===== src/rtl/seq_restoring_divider_if.sv =====
// Operand/result handshake bundle for seq_restoring_divider.
// master: the block issuing divisions and consuming results.
// slave:  the divider.
interface seq_restoring_divider_if #(
  parameter int BITS = 8
);
  logic            in_valid;
  logic            in_ready;
  logic [BITS-1:0] dividend;
  logic [BITS-1:0] divisor;
  logic            out_valid;
  logic            out_ready;
  logic [BITS-1:0] quotient;
  logic [BITS-1:0] remainder;
  logic            div_zero;

  modport master (
    output in_valid, dividend, divisor, out_ready,
    input  in_ready, out_valid, quotient, remainder, div_zero
  );

  modport slave (
    input  in_valid, dividend, divisor, out_ready,
    output in_ready, out_valid, quotient, remainder, div_zero
  );
endinterface


===== src/rtl/seq_restoring_divider.sv =====
// Iterative radix-2 restoring divider, one quotient bit per cycle.
// One division in flight; valid/ready on operand and result sides.
// Divide-by-zero bypasses CALC and returns quotient=all ones,
// remainder=dividend, div_zero=1.
// Optional macro SEQ_DIVIDER_SIGNED_EN: two's-complement operands with
// truncating division (magnitudes divided, signs fixed up on entry to DONE).
module seq_restoring_divider #(
  parameter int BITS = 8
) (
  input logic                  clk,
  input logic                  rst,
  seq_restoring_divider_if.slave bus
);
  localparam int CW = (BITS > 2) ? $clog2(BITS) : 1;

  typedef enum logic [1:0] {IDLE, CALC, DONE} state_t;

  state_t          state_q, state_d;
  logic [BITS-1:0] q_q, q_d;       // dividend shifts out, quotient shifts in
  logic [BITS-1:0] d_q, d_d;       // divisor
  logic [BITS:0]   r_q, r_d;       // partial remainder, one guard bit
  logic [CW-1:0]   cnt_q, cnt_d;
  logic            rdy_q, rdy_d;
  logic [BITS-1:0] quo_q, quo_d;
  logic [BITS-1:0] rem_q, rem_d;
  logic            dz_q, dz_d;

  logic [BITS:0]   rs, diff, r_step;
  logic [BITS-1:0] q_step, r_low, a_mag, b_mag;

`ifdef SEQ_DIVIDER_SIGNED_EN
  logic sn_q, sn_d, sd_q, sd_d;    // dividend / divisor sign at accept
`endif

  // Next-state, datapath step and result capture
  always_comb begin
    state_d = state_q;
    q_d     = q_q;
    d_d     = d_q;
    r_d     = r_q;
    cnt_d   = cnt_q;
    quo_d   = quo_q;
    rem_d   = rem_q;
    dz_d    = dz_q;
`ifdef SEQ_DIVIDER_SIGNED_EN
    sn_d    = sn_q;
    sd_d    = sd_q;
    a_mag   = bus.dividend[BITS-1] ? -bus.dividend : bus.dividend;
    b_mag   = bus.divisor[BITS-1]  ? -bus.divisor  : bus.divisor;
`else
    a_mag   = bus.dividend;
    b_mag   = bus.divisor;
`endif

    // Trial subtraction; a borrow in the guard bit means restore.
    rs     = {r_q[BITS-1:0], q_q[BITS-1]};
    diff   = rs - {1'b0, d_q};
    r_step = diff[BITS] ? rs : diff;
    q_step = {q_q[BITS-2:0], ~diff[BITS]};
    r_low  = r_step[BITS-1:0];

    case (state_q)
      IDLE: begin
        if (bus.in_valid && rdy_q) begin
          q_d   = a_mag;
          d_d   = b_mag;
          r_d   = '0;
          cnt_d = CW'(BITS - 1);
`ifdef SEQ_DIVIDER_SIGNED_EN
          sn_d  = bus.dividend[BITS-1];
          sd_d  = bus.divisor[BITS-1];
`endif
          if (bus.divisor == '0) begin
            state_d = DONE;
            quo_d   = '1;
            rem_d   = bus.dividend;
            dz_d    = 1'b1;
          end else begin
            state_d = CALC;
          end
        end
      end
      CALC: begin
        q_d   = q_step;
        r_d   = r_step;
        cnt_d = cnt_q - 1'b1;
        if (cnt_q == '0) begin
          state_d = DONE;
          dz_d    = 1'b0;
`ifdef SEQ_DIVIDER_SIGNED_EN
          quo_d   = (sn_q ^ sd_q) ? -q_step : q_step;
          rem_d   = sn_q ? -r_low : r_low;
`else
          quo_d   = q_step;
          rem_d   = r_low;
`endif
        end
      end
      DONE: begin
        if (bus.out_ready) state_d = IDLE;
      end
      default: state_d = IDLE;
    endcase

    // Registered so in_ready stays low throughout reset and rises the
    // cycle after release or after the result handshake.
    rdy_d = (state_d == IDLE);
  end

  // State and datapath registers
  always_ff @(posedge clk or posedge rst) begin
    if (rst) begin
      state_q <= IDLE;
      q_q     <= '0;
      d_q     <= '0;
      r_q     <= '0;
      cnt_q   <= '0;
      rdy_q   <= 1'b0;
      quo_q   <= '0;
      rem_q   <= '0;
      dz_q    <= 1'b0;
`ifdef SEQ_DIVIDER_SIGNED_EN
      sn_q    <= 1'b0;
      sd_q    <= 1'b0;
`endif
    end else begin
      state_q <= state_d;
      q_q     <= q_d;
      d_q     <= d_d;
      r_q     <= r_d;
      cnt_q   <= cnt_d;
      rdy_q   <= rdy_d;
      quo_q   <= quo_d;
      rem_q   <= rem_d;
      dz_q    <= dz_d;
`ifdef SEQ_DIVIDER_SIGNED_EN
      sn_q    <= sn_d;
      sd_q    <= sd_d;
`endif
    end
  end

  assign bus.in_ready  = rdy_q;
  assign bus.out_valid = (state_q == DONE);
  assign bus.quotient  = quo_q;
  assign bus.remainder = rem_q;
  assign bus.div_zero  = dz_q;
endmodule


===== src/flat_wrapper.sv =====
// flat-port wrapper written by rule: the top's interface ports become plain ports
module seq_restoring_divider_flat 
#(
  parameter int BITS = 8
)
  (clk, rst, bus_in_valid, bus_dividend, bus_divisor, bus_out_ready, bus_in_ready, bus_out_valid, bus_quotient, bus_remainder, bus_div_zero);
  seq_restoring_divider_if #(.BITS(BITS)) bus_i ();
  input logic clk;
  input logic rst;
  input wire logic [$bits(bus_i.in_valid)-1:0] bus_in_valid;
  input wire logic [$bits(bus_i.dividend)-1:0] bus_dividend;
  input wire logic [$bits(bus_i.divisor)-1:0] bus_divisor;
  input wire logic [$bits(bus_i.out_ready)-1:0] bus_out_ready;
  output wire logic [$bits(bus_i.in_ready)-1:0] bus_in_ready;
  output wire logic [$bits(bus_i.out_valid)-1:0] bus_out_valid;
  output wire logic [$bits(bus_i.quotient)-1:0] bus_quotient;
  output wire logic [$bits(bus_i.remainder)-1:0] bus_remainder;
  output wire logic [$bits(bus_i.div_zero)-1:0] bus_div_zero;
  assign bus_i.in_valid = bus_in_valid;
  assign bus_i.dividend = bus_dividend;
  assign bus_i.divisor = bus_divisor;
  assign bus_i.out_ready = bus_out_ready;
  assign bus_in_ready = bus_i.in_ready;
  assign bus_out_valid = bus_i.out_valid;
  assign bus_quotient = bus_i.quotient;
  assign bus_remainder = bus_i.remainder;
  assign bus_div_zero = bus_i.div_zero;
  seq_restoring_divider #(.BITS(BITS)) u_core (.clk(clk), .rst(rst), .bus(bus_i));
endmodule

===== config.mk =====
export PLATFORM = sky130hd
export DESIGN_NAME = seq_restoring_divider_flat
export DESIGN_NICKNAME = d
export VERILOG_FILES = /design/src/rtl/seq_restoring_divider_if.sv /design/src/rtl/seq_restoring_divider.sv /design/src/flat_wrapper.sv
export SDC_FILE = /design/constraint.sdc
export NUM_CORES = 1
export LEC_CHECK = 0
export ABC_AREA = 1
export BUFFER_PORTS_ARGS = -buffer_cell sky130_fd_sc_hd__buf_2
export CORE_MARGIN = 2
export CORE_UTILIZATION = 55
export CTS_CLUSTER_SIZE = 25
export DETAILED_ROUTE_END_ITERATION = 16
export PLACE_DENSITY = 0.82
export SYNTH_ARGS = -nofsm -noshare
export SYNTH_HDL_FRONTEND = slang
export SYNTH_SLANG_ARGS = --single-unit

===== constraint.sdc =====
create_clock -name clk -period 2.35 [get_ports clk]
set_clock_uncertainty 0.15 [all_clocks]
set_input_delay 0.47 -clock clk [delete_from_list [all_inputs] [get_ports clk]]
set_output_delay 0.47 -clock clk [all_outputs]
set_load 0.02 [all_outputs]

==> results.py, run 1 <==
metrics = {
    "global_route": {
        "grt_use_met2_pct": 37.7,
        "use_met1_pct": 30.6,
        "grt.total_usage_pct": 23.1,
        "grt_pass1_wl_mm": 9.25,
        "met3_usage_pct": 5.14,
        "top_usage_layer": "met2",
        "grt_pass1_vias": 2035,
        "grt_start_max_net_pins": 27,
        "grt_overflow": 0,
        "antenna_found_initial": 0,
    },
    "synth": {
        "synthAdderAreaFrac_pct": 5.72,
        "syn_area_um2": 2540,
        "synth_cell_types": 26,
        "synthTopCellsByArea": "dfrtp_1 46%, nand2_1 12%, nand3_1 7.9%",
        "synth_top_cell_area_share_pct": 46.4,
        "ys_seq_area_share_pct": 46.4,
        "yosysTopAreaCell": "dfrtp_1",
        "synth_xor_area_share_pct": 1.04,
        "synthMuxAreaShare_pct": 0,
        "synthSimpleGateAreaFrac_pct": 26.9,
        "synth_top_family_by_area": "simple AND/OR/NAND/NOR gates",
        "avgSynthCellArea_um2": 7.76,
        "synth-compound-area-share_pct": 10.1,
        "ys_ff_latch": 47,
        "yosys_warnings": 0,
        "syn_inst": 327,
        "syn_nets": 358,
    },
    "pwr": {
        "power_density_nw_per_um2": 1570,
        "p_clk_share_pct": 13.2,
        "comb_power_share_pct": 57.3,
        "power.switching_mw": 2.21,
        "leakagePower_nw": 1.52,
        "irDropWorstVdd_mv": 0.643,
        "switching_share_pct": 47.8,
        "power.share.sequential_pct": 29.5,
        "p_int_mw": 2.41,
    },
    "floorplanning": {
        "fp.dieArea_um2": 5170,
        "die_y_um": 71.9,
        "top_level_ports": 39,
        "die_w_um": 71.9,
        "fp.coreArea_um2": 4410,
        "initial_core_util_pct": 57.5,
        "fp-row-count": 24,
    },
    "placed_design": {
        "place_hpwl_mm": 4.06,
        "port_buffers": 38,
        "gp_congestion": 0.872,
        "pre_cts_slack_ns": 0.141,
    },
    "cells_and_area": {
        "drive_above_1_share_pct": 17.9,
        "area_growth_pct": 16.0,
        "fill_cells": 359,
        "fin_nets": 399,
        "antenna_cells": 0,
    },
    "critical_path": {
        "path_max_fanout": 8,
        "worst-r2r-cell-count": 14,
        "crit_type": "register to register",
        "cp-start-kind": "register",
        "cp.required_ns": 2.40,
        "endpoint_kind": "register",
        "worstPathArrival_ns": 2.26,
    },
    "hold_path": {
        "hold_path.class": "input pin to asynchronous set/reset pin",
    },
    "clock_tree": {
        "ctsHoldBuffers": 0,
        "cts-root-buf": "clkbuf_8",
        "cts_buffers": 5,
        "post_cts_buffers": 0,
        "cts_htree_levels": 2,
        "clk_pin_slew_ns": 0.10,
        "cts_sinks": 47,
        "cts_tree": "done",
        "clock_path_buffers": 2,
        "insertion_delay_ns": 0.31,
    },
    "route": {
        "routedWlPerCell_um": 13.0,
        "drcViolationCount": 0,
        "via_count": 2177,
        "drt_pass1_iterations": 4,
        "drt.antenna.violating_nets": 0,
        "dr.first_iter.drc_count": 159,
        "viasPerCell": 5.17,
        "routed_wl_mm": 5.46,
    },
    "sta": {
        "rsz0062_at_grt": "no",
        "maxSlewHeadroom_pct": 64.2,
        "layout_setup_ws_ns": 0.146,
        "fin_crit_ns": 2.20,
        "fin_setup_tns_ns": 0,
        "finalHoldViolCount": 0,
        "min_period_over_period_pct": 93.8,
        "drv_slew": 0,
        "tightest_slew_ns": 0.536,
        "setup_viol": 0,
        "fmax_mhz": 454,
    },
    "outcome": {
        "status": "finished, final reports clean",
    },
    "flow_run": {
        "cap_violations": 0,
    },
}
-- power groups by stage --
| stage | Combinational (mW) | Clock (mW) | Sequential [mW] |
|---|---|---|---|
| 4_1_cts | 2.55 | 0.616 | 1.36 |
| 3_3_place_gp | 2.44 | 0 | 1.36 |
| 2_1_floorplan | 1.79 | 0 | 1.49 |
| 5_1_grt | 3.01 | 0.652 | 1.40 |
| 6_report | 2.64 | 0.610 | 1.36 |
| 3_5_place_dp | 2.52 | 0 | 1.38 |
-- final timing paths --
check	startpoint	endpoint	slack [ns]
setup / recovery	u_core.q_q[7]$_DFFE_PP0P_	u_core.bus.remainder[7]$_DFFE_PP0P_	0.15
hold / removal	rst	u_core.bus.quotient[4]$_DFFE_PP0P_	0.04
setup reg to reg	u_core.q_q[7]$_DFFE_PP0P_	u_core.bus.remainder[7]$_DFFE_PP0P_	0.15
hold reg to reg	u_core.bus.div_zero$_DFFE_PP0P_	u_core.bus.div_zero$_DFFE_PP0P_	0.35
max in group asynchronous	rst	u_core.r_q[7]$_DFFE_PP0P_	1.49
min in group clk	bus_divisor[2]	u_core.d_q[2]$_DFFE_PP0P_	0.24
-- layer usage --
metal	routed length (um)	share of wire [%]
met5	0	0
met4	96	1.8
met3	231	4.2
met2	2690	49
met1	2440	45
-- flip-flops by register name, indices dropped and copies added (netlist names) --
signal,cells
u_core.d_q,8
u_core.bus.in_ready,1
u_core.bus.remainder,8
u_core.bus.div_zero,1
u_core.bus.quotient,8
u_core.q_q,8
u_core.r_q,8
u_core.cnt_q,3
u_core.state_q,2
-- cells in the final DEF, fill, tap and decap left out, types with 4 or more instances in the layout --
cell type and n:
nand2_1 79, inv_1 49, dfrtp_1 47, buf_2 38, nand3_1 37, nor2_1 23, o21ai_1 15, a21oi_1 10
ha_1 10, a31oi_1 8, or2_1 8, o21ai_0 7, clkbuf_8 5, buf_4 5, inv_2 4
-- cell usage after synthesis --
| master | instances |
|---|---|
| nand2_1 | 81 |
| inv_1 | 50 |
| dfrtp_1 | 47 |
| nand3_1 | 40 |
| nor2_1 | 23 |
| o21ai_1 | 15 |
| a21oi_1 | 10 |
| ha_1 | 10 |
| a31oi_1 | 8 |
| or2_1 | 8 |
| o21ai_0 | 7 |
| buf_2 | 6 |
| inv_2 | 3 |
| nand2_2 | 3 |
| a22oi_1 | 2 |
| buf_4 | 2 |
| clkbuf_1 | 2 |
| xor2_1 | 2 |
| a21oi_2 | 1 |
| fa_1 | 1 |
| nand4_1 | 1 |
| nor3_4 | 1 |
| o211ai_1 | 1 |
| o221ai_1 | 1 |
| o22ai_1 | 1 |
| xnor2_1 | 1 |
-- worst max-delay path, stage by stage, from the launching register on --
cell and delay, ns:
dfrtp_1 0.39, inv_1 0.07, ha_1 0.13, inv_1 0.07
fa_1 0.40, nand2_1 0.08, nand2_1 0.10, nand3_2 0.10
nand2_1 0.08, nand2_1 0.12, nand2_4 0.09, nand3_1 0.13
nand3_1 0.09, nand2_1 0.07, inv_1 0.03
-- through the flow --
step	util [%]	hold slack (ns)	power, mW	std cells	area, um^2
4_1_cts	66.0	0.0546	4.53	421	2910
5_1_grt	66.7	0.0809	5.06	421	2940
3_3_place_gp	63.4	0.309	3.81	413	2800
2_1_floorplan	-	0.298	3.29	327	2540
3_5_place_dp	63.4	0.326	3.89	413	2800
6_report	66.7	0.0396	4.62	421	2940
-- cell type report --
class	instances	area, um^2	area share, %
clock buffers	5	68.8	2.34
clock inverters	3	47.5	1.61
inverters	53	199	6.76
multi-input cells	217	1140	38.7
flip-flops and latches	47	1180	39.9
well taps	52	65.1	2.21
repair buffers	44	248	8.41
-- cell families (layout without fill, tap and decap cells) --
kind of cell	count (synthesis)	in the layout
simple gates	157	157
buf+inv	63	105
flops	47	47
compound gates	46	46
fa+ha+maj	11	11
xor+xnor	3	3
-- repair_timing --
item                                   in CTS  in global routing
endpoints found under the hold margin       0                  0
resized for setup                           0                  7
setup endpoints to repair                   0                  7
No activity file was read; power rests on OpenSTA's default activity.
==> run 2: changes to the inputs <==
==> constraint.sdc (replaced) <==
create_clock -name clk -period 2.8 [get_ports clk]
set_clock_uncertainty 0.15 [all_clocks]
set_input_delay 0.56 -clock clk [delete_from_list [all_inputs] [get_ports clk]]
set_output_delay 0.56 -clock clk [all_outputs]
set_load 0.02 [all_outputs]
==> results.py, run 2 (synthesized netlist as in run 1, its figures left out) <==
metrics = {
    "sta": {
        "layout_setup_ws_ns": 0.488,
        "fmax_mhz": 432,
        "setup_viol": 0,
        "min_period_over_period_pct": 82.6,
        "finalHoldViolCount": 0,
        "fin_crit_ns": 2.31,
        "fin_setup_tns_ns": 0,
        "maxSlewHeadroom_pct": 50.9,
        "rsz0062_at_grt": "no",
        "drv_slew": 0,
        "tightest_slew_ns": 0.734,
    },
    "global_route": {
        "use_met1_pct": 28.7,
        "grt_use_met2_pct": 38.2,
        "grt.total_usage_pct": 22.2,
        "top_usage_layer": "met2",
        "grt_pass1_wl_mm": 9.11,
        "grt_start_max_net_pins": 48,
        "antenna_found_initial": 0,
        "met3_usage_pct": 3.75,
        "grt_pass1_vias": 2155,
        "grt_overflow": 0,
    },
    "placed_design": {
        "gp_congestion": 0.837,
        "place_hpwl_mm": 3.92,
        "place_area_um2": 2760,
        "port_buffers": 38,
        "pre_cts_slack_ns": 0.502,
    },
    "route": {
        "routed_wl_mm": 5.04,
        "dr.first_iter.drc_count": 149,
        "drt.antenna.violating_nets": 0,
        "routedWlPerCell_um": 12.1,
        "via_count": 2170,
        "drcViolationCount": 0,
        "viasPerCell": 5.19,
        "drt_pass1_iterations": 4,
    },
    "critical_path": {
        "reg2reg_slack_ns": 0.49,
        "cp.required_ns": 2.85,
        "rr_endpoint": "u_core.bus.remainder[5]$_DFFE_PP0P_",
        "path_max_fanout": 8,
        "worstPathArrival_ns": 2.37,
        "crit_type": "register to register",
        "reg2reg_from": "u_core.q_q[7]$_DFFE_PP0P_",
        "cp-start-kind": "register",
        "endpoint_kind": "register",
        "worst-r2r-cell-count": 14,
    },
    "pwr": {
        "irDropWorstVdd_mv": 0.562,
        "power_density_nw_per_um2": 1290,
        "p_total_mw": 3.70,
        "leakagePower_nw": 1.50,
    },
    "floorplanning": {
        "die_w_um": 71.9,
        "die_y_um": 71.9,
        "top_level_ports": 39,
        "fp.dieArea_um2": 5170,
        "fp.coreArea_um2": 4410,
        "fp-row-count": 24,
        "initial_core_util_pct": 57.5,
    },
    "clock_tree": {
        "clk_pin_slew_ns": 0.09,
        "cts_htree_levels": 2,
        "cts-root-buf": "clkbuf_8",
        "ctsHoldBuffers": 0,
        "cts_buffers": 5,
        "post_cts_resize_count": 0,
        "clock_path_buffers": 2,
        "cts_tree": "done",
        "post_cts_buffers": 0,
        "cts_sinks": 47,
        "insertion_delay_ns": 0.29,
    },
    "outcome": {
        "status": "finished, final reports clean",
    },
    "flow_run": {
        "cap_violations": 0,
    },
    "cells_and_area": {
        "finish.utilization_pct": 65.2,
        "fin_area_um2": 2880,
        "fin_nets": 396,
        "antenna_cells": 0,
        "mostFrequentLayoutCells": "81 x nand2_1, 49 x inv_1, 47 x dfrtp_1",
        "fill_cells": 373,
        "area_growth_pct": 13.5,
        "drive_above_1_share_pct": 15.8,
        "final_common_cell": "nand2_1",
    },
    "hold_path": {
        "hold_path.class": "input pin to asynchronous set/reset pin",
    },
}
run 2: cell count changes in the layout (fill, tap and decap cells not counted), sizes merged:
| cell | delta |
|---|---|
| buf | -3 |
run 2: cell type report:
type	instances	area, um^2	area share, %
Multi-Input combinational cell	217	1110	38.5
Sequential cell	47	1180	40.9
Clock inverter	3	47.5	1.65
Tap cell	52	65.1	2.26
Inverter	53	199	6.91
Timing Repair Buffer	41	213	7.39
Clock buffer	5	68.8	2.39
run 2: how the worst max path moves through the flow:
stage / startpoint / slack, ns / end
after CTS: u_core.q_q[7]$_DFFE_PP0P_ / 0.48 / u_core.bus.remainder[7]$_DFFE_PP0P_
after global routing: u_core.q_q[7]$_DFFE_PP0P_ / 0.26 / u_core.bus.remainder[2]$_DFFE_PP0P_
after global placement: u_core.q_q[7]$_DFFE_PP0P_ / 0.55 / u_core.bus.remainder[7]$_DFFE_PP0P_
after detailed placement: u_core.q_q[7]$_DFFE_PP0P_ / 0.50 / u_core.bus.remainder[7]$_DFFE_PP0P_
final: u_core.q_q[7]$_DFFE_PP0P_ / 0.49 / u_core.bus.remainder[5]$_DFFE_PP0P_
after floorplan: u_core.q_q[7]$_DFFE_PP0P_ / 0.77 / u_core.bus.remainder[7]$_DFFE_PP0P_
run 2: metal layers:
metal,vias up,share of wire (%)
met4,0,2.0
met3,11,4.4
met2,53,47
met5,-,0
li1,1124,-
met1,982,46
run 2: worst max-delay path, stage by stage, from the launching register on:
cell	delay, ns
dfrtp_1	0.39
inv_1	0.09
ha_1	0.15
inv_1	0.07
fa_1	0.40
nand2_1	0.08
nand2_1	0.09
nand3_1	0.13
nand2_1	0.08
nand2_1	0.08
nand2_1	0.15
nand3_1	0.16
nand3_1	0.09
nand2_1	0.07
inv_1	0.04
run 2: stage by stage:
stage                     hold WS (ns)  std cells
final                            0.240        418
after global routing             0.292        418
after CTS                        0.260        418
after detailed placement         0.316        410
after global placement           0.309        410
after floorplan                  0.298        327
run 2: power by group:
group | total [mW] | internal [mW] | switching, mW
Sequential | 1.14 | 0.984 | 0.154
Clock | 0.506 | 0.271 | 0.235
Combinational | 2.06 | 0.710 | 1.35
Total | 3.70 | 1.96 | 1.74
==> run 3: changes to the inputs <==
--- a/config.mk
+++ b/config.mk
@@ -5,13 +5,13 @@
 export SDC_FILE = /design/constraint.sdc
 export NUM_CORES = 1
 export LEC_CHECK = 0
-export ABC_AREA = 1
+export ABC_AREA = 0
 export BUFFER_PORTS_ARGS = -buffer_cell sky130_fd_sc_hd__buf_2
 export CORE_MARGIN = 2
-export CORE_UTILIZATION = 55
+export CORE_UTILIZATION = 50
 export CTS_CLUSTER_SIZE = 25
 export DETAILED_ROUTE_END_ITERATION = 16
-export PLACE_DENSITY = 0.82
+export PLACE_DENSITY = 0.79
 export SYNTH_ARGS = -nofsm -noshare
 export SYNTH_HDL_FRONTEND = slang
 export SYNTH_SLANG_ARGS = --single-unit
==> constraint.sdc (replaced) <==
create_clock -name clk -period 2.05 [get_ports clk]
set_clock_uncertainty 0.15 [all_clocks]
set_input_delay 0.41 -clock clk [delete_from_list [all_inputs] [get_ports clk]]
set_output_delay 0.41 -clock clk [all_outputs]
set_load 0.02 [all_outputs]
==> results.py, run 3 <==
metrics = {
    "sta": {
        "rsz0062_at_grt": "yes",
        "setup_viol": 18,
        "fmax_mhz": 394,
        "min_period_over_period_pct": 124,
        "tightest_slew_ns": 0.496,
        "layout_setup_ws_ns": -0.491,
        "drv_slew": 0,
        "maxSlewHeadroom_pct": 66.8,
        "finalHoldViolCount": 0,
        "fin_crit_ns": 2.54,
    },
    "synth": {
        "syn_inst": 256,
        "ys_seq_area_share_pct": 50.6,
        "synthTopCellsByCount": "47 x dfrtp_1, 40 x nand2_1, 37 x nor2_1, 23 x o21ai_0, 16 x a21oi_1",
        "yosys_warnings": 0,
        "synth_cell_types": 36,
        "synthTopCellsByArea": "dfrtp_1 51%, nand2_1 6.5%, nor2_1 6.0%",
        "yosysTopAreaCell": "dfrtp_1",
        "ys_ff_latch": 47,
        "syn_area_um2": 2320,
        "synth_top_cell_area_share_pct": 50.6,
        "syn_nets": 287,
        "avgSynthCellArea_um2": 9.08,
        "async_flop_share_pct": 100,
        "synth_edf_count": 0,
        "synth.most_common_cell": "dfrtp_1",
        "synthFlopType": "dfrtp_1",
    },
    "pwr": {
        "leakagePower_nw": 1.44,
        "power_density_nw_per_um2": 2130,
        "power.switching_mw": 2.87,
        "p_clk_share_pct": 10.9,
        "comb_power_share_pct": 64.2,
        "switching_share_pct": 43.4,
        "irDropWorstVdd_mv": 1.10,
        "power.share.sequential_pct": 24.9,
        "p_int_mw": 3.75,
    },
    "critical_path": {
        "cpMaxStageDelayCell": "dfrtp_1",
        "crit_chain": "inv_2, ha_4, inv_2, fa_2, a211oi_2, nor2_2, a41oi_2, xnor2_2, buf_6, mux2i_4, a211oi_2",
        "path_max_fanout": 4,
        "crit_type": "register to register",
        "slowest_delay_ns": 0.39,
        "endpoint_kind": "register",
        "cp-start-kind": "register",
        "worstPathArrival_ns": 2.58,
        "cp.required_ns": 2.09,
    },
    "placed_design": {
        "pre_cts_slack_ns": -0.535,
        "gp_congestion": 0.821,
        "place_hpwl_mm": 4.18,
        "place_area_um2": 2850,
        "port_buffers": 38,
    },
    "route": {
        "drt.antenna.violating_nets": 0,
        "dr.first_iter.drc_count": 205,
        "viasPerCell": 5.64,
        "via_count": 2156,
        "routed_wl_mm": 6.04,
        "drcViolationCount": 0,
        "drt_pass1_iterations": 4,
        "routedWlPerCell_um": 15.8,
    },
    "clock_tree": {
        "cts_buffers": 5,
        "cts_sinks": 47,
        "cts_htree_levels": 2,
        "insertion_delay_ns": 0.31,
        "cts-root-buf": "clkbuf_8",
        "clock_path_buffers": 2,
        "clk_pin_slew_ns": 0.10,
        "cts_tree": "done",
    },
    "cells_and_area": {
        "final_common_cell": "dfrtp_1",
        "drive_above_1_share_pct": 32.4,
        "multi_input_area_um2": 1150,
        "area_growth_pct": 33.5,
        "fin_area_um2": 3100,
        "seqCellArea_um2": 1180,
        "fin_nets": 360,
        "antenna_cells": 0,
        "fill_cells": 334,
        "mostFrequentLayoutCells": "47 x dfrtp_1, 40 x nand2_1, 38 x buf_2",
    },
    "global_route": {
        "grt_overflow": 0,
        "grt_pass1_vias": 2144,
        "antenna_found_initial": 0,
        "grt_start_max_net_pins": 28,
        "grt_pass1_wl_mm": 9.80,
        "grt.total_usage_pct": 24.6,
    },
    "floorplanning": {
        "die_y_um": 72.2,
        "fp.coreArea_um2": 4410,
        "fp.dieArea_um2": 5210,
        "top_level_ports": 39,
        "fp-row-count": 24,
        "initial_core_util_pct": 52.7,
        "die_w_um": 72.2,
    },
    "flow_run": {
        "cap_violations": 0,
    },
    "hold_path": {
        "hold_path.class": "input pin to register",
    },
    "outcome": {
        "status": "complete, but fails checks",
        "violations": "negative setup slack",
    },
}
==> run 3: metal layers <==
layer,track usage (%),share of wire (%),wire length (um),vias to the layer above
li1,-,-,-,1027
met2,40.1,50,3010,75
met5,0,0,0,-
met1,31.4,41,2470,1034
met4,10.3,2.9,176,0
met3,5.83,6.3,383,20
==> run 3: cell type report <==
| cell class | count | share of cell area, % |
|---|---|---|
| clock buffers | 5 | 2.22 |
| clock inverters | 3 | 1.53 |
| inverters | 14 | 1.69 |
| multi-input cells | 183 | 37.2 |
| flip-flops and latches | 47 | 37.9 |
| well taps | 52 | 2.10 |
| repair buffers | 78 | 17.3 |
==> run 3: power groups by stage <==
stage               clock network, mW  registers (mW)  logic, mW
global placement                    0            1.63       3.35
detailed placement                  0            1.65       3.48
finish                          0.721            1.65       4.25
global route                    0.758            1.69       4.64
CTS                             0.729            1.64       3.86
floorplan                           0            1.80       2.04
==> run 3: cells by family (layout without fill, tap and decap cells) <==
| kind of cell | count (synthesis) | count (layout) | share of synthesized area [%] |
|---|---|---|---|
| fa+ha+maj | 11 | 11 | 6.24 |
| flops | 47 | 47 | 50.6 |
| xor+xnor | 5 | 5 | 1.88 |
| simple gates | 98 | 98 | 17.8 |
| buf+inv | 26 | 100 | 4.41 |
| compound gates | 63 | 63 | 16.4 |
| mux | 6 | 6 | 2.64 |
==> run 3: repair_timing <==
action                                  in CTS  in global routing
endpoints found under the hold margin       20                  0
endpoints found under the setup margin      18                 18
hold buffers                                 1                  0
buffers inserted                             0                  2
pin swaps                                   13                 10
gates resized for setup                     20                 10
==> run 3: final timing paths <==
kind / end / startpoint / depth (start not counted) / slack [ns]
hold reg to reg: u_core.bus.div_zero$_DFFE_PP0P_ / u_core.bus.div_zero$_DFFE_PP0P_ / 2 / 0.34
setup reg to reg: u_core.bus.remainder[2]$_DFFE_PP0P_ / u_core.q_q[7]$_DFFE_PP0P_ / 11 / -0.49
setup / recovery: u_core.bus.remainder[2]$_DFFE_PP0P_ / u_core.q_q[7]$_DFFE_PP0P_ / 11 / -0.49
max in group asynchronous: u_core.d_q[3]$_DFFE_PP0P_ / rst / 4 / 0.75
hold / removal: u_core.d_q[7]$_DFFE_PP0P_ / bus_divisor[7] / 3 / 0.17
min in group asynchronous: u_core.bus.quotient[3]$_DFFE_PP0P_ / rst / 3 / 0.50
==> run 3: per-stage QoR <==
stage                     setup TNS (ns)  hold slack (ns)  instances  power [mW]  utilization [%]
after floorplan                    -5.19            0.295        256        3.85                -
after global placement             -6.22            0.291        371        4.98             64.5
after detailed placement           -8.08            0.304        371        5.13             64.5
after CTS                          -7.53            0.167        380        6.24             68.7
after global routing               -9.53            0.170        382        7.09             70.3
final                              -7.44            0.168        382        6.62             70.3
==> run 3: critical path, delay by kind of cell (launching register included) <==
family	cells	cell delay (ns)
buffers and inverters	3	0.31
xor gates and xnor gates	1	0.19
AOI/OAI and AO/OA	3	0.56
muxes	1	0.25
adders and majority gates	2	0.48
DFF	1	0.39
and+or+nand+nor	1	0.07
